## src/rtl/regfile_param.sv

```systemverilog
// Parametrised register file with byte-enable writes, asynchronous clear,
// a per-register pending-write scoreboard and a debug tap (max).
// Optional write-through forwarding is compiled in with REGFILE_BYPASS_EN.
module regfile_param #(
  parameter int unsigned DATA_W   = 32,
  parameter int unsigned ADDR_W   = 5,
  parameter int unsigned DEPTH    = 32,
  parameter bit          ZERO_REG = 1'b1,
  parameter int unsigned TAP_IDX  = 18
) (
  input  logic                clk,
  input  logic                rst_n,
  input  logic [ADDR_W-1:0]   readreg1,
  input  logic [ADDR_W-1:0]   readreg2,
  input  logic [ADDR_W-1:0]   writereg,
  input  logic [DATA_W-1:0]   writedata,
  input  logic                RegWrite,
  input  logic [DATA_W/8-1:0] wr_be,
  input  logic                busy_set,
  input  logic [ADDR_W-1:0]   busy_reg,
  output logic [DATA_W-1:0]   readdata1,
  output logic [DATA_W-1:0]   readdata2,
  output logic                busy1,
  output logic                busy2,
  output logic [DATA_W-1:0]   max
);

  localparam int unsigned NBYTES    = DATA_W / 8;
  localparam bit          TAP_VALID = (TAP_IDX < DEPTH);

  logic [DATA_W-1:0] regs_q [DEPTH];
  logic [DEPTH-1:0]  busy_q;

  logic              wr_ok;
  logic              set_ok;
  logic [DATA_W-1:0] rd1_raw;
  logic [DATA_W-1:0] rd2_raw;
  logic              bz1_raw;
  logic              bz2_raw;
  logic [DATA_W-1:0] tap_raw;

  // Address is backed by storage: in range and not the hardwired zero register.
  function automatic logic addr_ok(input logic [ADDR_W-1:0] a);
    return ({1'b0, a} < (ADDR_W + 1)'(DEPTH)) && !(ZERO_REG && (a == '0));
  endfunction

  // New bytes where the enable is set, old bytes elsewhere.
  function automatic logic [DATA_W-1:0] merge(input logic [DATA_W-1:0] old_data,
                                               input logic [DATA_W-1:0] new_data,
                                               input logic [NBYTES-1:0] be);
    logic [DATA_W-1:0] m;
    m = old_data;
    for (int i = 0; i < int'(NBYTES); i++) begin
      if (be[i]) m[8*i +: 8] = new_data[8*i +: 8];
    end
    return m;
  endfunction

  // Qualify strobes; rst_n gating keeps the forwarding paths quiet during reset.
  always_comb begin
    wr_ok  = rst_n & RegWrite & addr_ok(writereg);
    set_ok = rst_n & busy_set & addr_ok(busy_reg);
  end

  // Storage and scoreboard update; a new issue outranks a retire to the same register.
  always_ff @(posedge clk or negedge rst_n) begin
    if (!rst_n) begin
      for (int r = 0; r < int'(DEPTH); r++) begin
        regs_q[r] <= '0;
      end
      busy_q <= '0;
    end else begin
      for (int r = 0; r < int'(DEPTH); r++) begin
        if (wr_ok && (writereg == ADDR_W'(r))) begin
          regs_q[r] <= merge(regs_q[r], writedata, wr_be);
        end
        if (set_ok && (busy_reg == ADDR_W'(r))) begin
          busy_q[r] <= 1'b1;
        end else if (wr_ok && (writereg == ADDR_W'(r))) begin
          busy_q[r] <= 1'b0;
        end
      end
    end
  end

  // Array read mux; unmatched (out-of-range) addresses fall through to zero.
  always_comb begin
    rd1_raw = '0;
    rd2_raw = '0;
    bz1_raw = 1'b0;
    bz2_raw = 1'b0;
    for (int r = 0; r < int'(DEPTH); r++) begin
      if (readreg1 == ADDR_W'(r)) begin
        rd1_raw = regs_q[r];
        bz1_raw = busy_q[r];
      end
      if (readreg2 == ADDR_W'(r)) begin
        rd2_raw = regs_q[r];
        bz2_raw = busy_q[r];
      end
    end
  end

  generate
    if (TAP_VALID) begin : g_tap
      assign tap_raw = regs_q[TAP_IDX];
    end else begin : g_no_tap
      assign tap_raw = '0;
    end
  endgenerate

`ifdef REGFILE_BYPASS_EN
  logic fwd1;
  logic fwd2;
  logic fwd_tap;

  // Write-through: a same-cycle write to the addressed register is visible at once.
  always_comb begin
    fwd1    = wr_ok && (readreg1 == writereg);
    fwd2    = wr_ok && (readreg2 == writereg);
    fwd_tap = TAP_VALID && wr_ok && ({1'b0, writereg} == (ADDR_W + 1)'(TAP_IDX));
    readdata1 = fwd1 ? merge(rd1_raw, writedata, wr_be) : rd1_raw;
    readdata2 = fwd2 ? merge(rd2_raw, writedata, wr_be) : rd2_raw;
    busy1     = fwd1 ? (set_ok && (busy_reg == readreg1)) : bz1_raw;
    busy2     = fwd2 ? (set_ok && (busy_reg == readreg2)) : bz2_raw;
    max       = fwd_tap ? merge(tap_raw, writedata, wr_be) : tap_raw;
  end
`else
  // Pure array reads; writes become visible after the clock edge.
  always_comb begin
    readdata1 = rd1_raw;
    readdata2 = rd2_raw;
    busy1     = bz1_raw;
    busy2     = bz2_raw;
    max       = tap_raw;
  end
`endif

endmodule

```

## config.mk

```make
export PLATFORM = sky130hd
export DESIGN_NAME = regfile_param
export DESIGN_NICKNAME = d
export VERILOG_FILES = /design/src/rtl/regfile_param.sv
export SDC_FILE = /design/constraint.sdc
export NUM_CORES = 2
export LEC_CHECK = 0
export ABC_AREA = 1
export CORE_ASPECT_RATIO = 0.7
export CORE_UTILIZATION = 50
export CTS_CLUSTER_SIZE = 25
export DETAILED_ROUTE_END_ITERATION = 6
export PLACE_DENSITY = 0.65
export SLEW_MARGIN = 15
export SYNTH_ARGS = -nofsm -noshare
export SYNTH_HDL_FRONTEND = slang
export SYNTH_SLANG_ARGS = --single-unit
```

## constraint.sdc

```tcl
create_clock -name clk -period 10.94 [get_ports clk]
set_input_delay 3.282 -clock clk [delete_from_list [all_inputs] [get_ports clk]]
set_output_delay 3.282 -clock clk [all_outputs]
set_load 0.01 [all_outputs]
```

==> summary.md <==
| Metric | Value |
|---|---|
| Status | `finished clean` |
| DR iter-0 viols | `8,992` |
| Final setup violation count | `0` |
| Most frequent cell after synthesis | `nand2_1` |
| IO buf count | `157` |
| Mean post-synth cell area | `7.09 µm²` |
| Global route overflow | `0` |
| Synth Area in Compound Gates | `10.9%` |
| 1st-pass router iterations | `7` |
| Routed Wire Length | `238 mm` |
| Gr usage total | `42.4%` |
| Hold Slack | `0.378 ns` |
| Endpoints failing hold | `0` |
| Netlist cell types | `28` |
| CP Class | `primary input to output port` |
| Core Area | `109,000 µm²` |
| Largest family of logic cells by synthesized area | `simple AND/OR/NAND/NOR gates` |
| CP required | `7.66 ns` |
| Clock transition at path regs | `0.06 ns` |
| Full die area | `approximately 110,000 µm²` |
| CP max stage delay | `around 0.49 ns` |
| Via count | `56,451` |
| Unrepaired setup endpoints after global routing | `yes` |
| #FFs+latches synth | `approximately 1,100` |
| Worst Tran Pin Value | `1.42 ns` |
| Tmin final | `10.91 ns` |
| Layout Cell Area excl Fill | `64,000 µm²` |
| Final period util | `99.7%` |
| Crit. End Element | `output port` |
| Worst-path fanout max | `9` |
| Drc violations | `0` |
| Initial Util | `50.6%` |
| Fmax | `0.0917 GHz` |
| Max Slew Vio Count | `0` |
| Final GP Congestion | `~1` |
| CP max stage cell | `clkdlybuf4s50_1` |
| Pwr dens | `150 nW/µm²` |
| Post-synth EDFFs | `0` |
| Chip height | `~280 µm` |
| Area after DPL | `59,800 µm²` |
| Initial antenna violation count | `11` |
| Chip Width | `roughly 400 µm` |
| P&R area growth vs syn | `16.5%` |
| Synth Area in Adders | `0%` |
| Vias/cell | `between 5 and 6` |
| Clk_lat worst skew | `roughly 0.7 ns` |
| Main flop type after synthesis | `dfrtp_1` |
| Leak | `between 20 and 30 nW` |
| Max IR drop VDD | `between 0.1 and 0.15 mV` |
| Synth cell count leaders | `nand2_1, o21ai_0, dfrtp_1` |
| CTS H-tree depth | `3` |
| Largest net degree at the start of global routing | `180` |
| # IOs | `158` |
| Register area share after synthesis | `48.1%` |
| Share of synthesized registers carrying an async set or reset | `100%` |
| Synth Net Count | `about 8,000` |
| Clock Sinks | `1,056` |
| Fraction of layout cells with a size suffix above 1 | `between 10% and 20%` |
| Simple-gate share of the synthesized area | `about a third` |
| Worst Path Arrival | `7.62 ns` |
| Drt wl/cell | `25.3 µm` |
| Final nets | `7,961` |
| Area contributors post-synth | `dfrtp_1, nand2_1, o21ai_0` |
| Root Buffer | `clkbuf_16` |
| Area leader, netlist | `dfrtp_1` |
| Seq. cell area | `roughly 26,000 µm²` |
| Clk_skew | `0 ns` |
| Number of max-cap violations | `0` |
| Crit path launch type | `primary input` |
| TritonCTS buffer count | `107` |
| Xor/xnor cell area share of the yosys netlist | `0%` |
| Clock buffer depth | `3` |
| Cell Area, Synth | `between 50,000 and 60,000 µm²` |
| Vias in the first global route | `approximately 50,000` |
| Post-synthesis mux area share | `0%` |
| Post-Syn Instances | `7,759` |
| Hold Crit Class | `register to register` |
| Synth Warn # | `0` |
| Routed Antenna Nets | `0` |
| Filler instances | `10,170` |
| Post-synth top area share | `48.1%` |
| DP HPWL | `167 mm` |
| Multi-input logic area | `24,900 µm²` |
| Global-route wire length before repair | `345 mm` |
| Slew headroom | `4.91%` |
| CTS tree | `done` |
| Row count | `101` |
flip-flops by register name (all words and copies together), names as in the netlist:
name,flops
busy_q,32
regs_q,992
max,32
cell type report:
| class | count | area share (%) |
|---|---|---|
| antenna | 4 | 0.0156 |
| clock buffer | 157 | 4.95 |
| clock inverter | 39 | 0.825 |
| inverter | 529 | 3.11 |
| multi-input combinational | 5647 | 38.9 |
| sequential | 1056 | 41.3 |
| tap | 1442 | 2.82 |
| timing repair buffer | 560 | 8.15 |
cell families after synthesis:
group	after synthesis
flops	1056
buf+inv	1057
simple gates	4452
compound gates	1194
cells in the final DEF, fill, tap and decap left out, types with 2 or more instances in the layout:
master              n
a21oi_1           105
buf_12             45
buf_4             354
buf_6               4
bufinv_16          11
clkbuf_1           21
clkbuf_16         108
clkbuf_8           28
clkdlybuf4s50_1   132
clkinv_1            3
clkinv_2           16
clkinv_4            2
clkinvlp_4          5
dfrtp_1          1056
diode_2             4
dlygate4sd2_1       4
dlymetal6s2s_1     19
inv_1             514
inv_2              11
inv_6               3
nand2_1          2909
nand2_2            15
nand3_1           128
nand3_2             7
nand3_4             4
nand4_1           473
nor2_1            691
nor2_2             90
nor2_4             19
nor3_1             12
nor3_2             12
nor3_4              2
o21ai_0          1087
or2_0               2
or2_2              86
metal layers:
| metal | wire (µm) | GRT usage [%] |
|---|---|---|
| met1 | 101000 | 64.3 |
| met2 | 88000 | 52.7 |
| met3 | 42400 | 19.7 |
| met4 | 6760 | 10.8 |
| met5 | 184 | 0.871 |
power breakdown:
part	switching, mW	internal [mW]
combinational	0.780	0.363
sequential	0.275	4.22
clock	1.70	2.26
total	2.75	6.85
critical path: cells and delay by family:
family / cells / cell delay [ns]
buf+inv: 9 / 1.79
simple gates: 19 / 2.51
worst paths after layout:
kind | slack, ns | to | cells past startpoint | from
worst max-delay path | 0.03 | readdata2[28] | 28 | readreg2[1]
worst min-delay path | 0.38 | regs_q[1002] | 0 | regs_q[1002]
worst max register to register | 10.04 | max[21] | 2 | max[21]
worst min register to register | 0.38 | regs_q[1002] | 0 | regs_q[1002]
max in group asynchronous | 5.24 | regs_q[121] | 4 | rst_n
min in group asynchronous | 2.55 | regs_q[947] | 1 | rst_n
through the flow:
step	TNS (ns)	util, %	std cells	total power, mW	worst slack, ns
final	0	58.9	9434	9.60	0.0340
after global placement	-0.667	55.1	9231	5.60	-0.167
after global routing	-0.119	58.9	9430	9.89	-0.0918
after CTS	0	58.5	9427	9.54	0.00348
after detailed placement	-0.658	55.1	9231	5.63	-0.193
after floorplan	0	-	7759	5.00	2.51
timing repair:
| action | CTS | global route |
|---|---|---|
| buffers inserted | 0 | 2 |
| gates resized for setup | 13 | 131 |
| pin swaps | 9 | 80 |
| setup endpoints to repair | 10 | 61 |
| cloned | 0 | 1 |
| hold buffers | 0 | 0 |
(Power assumes the default switching activity.)
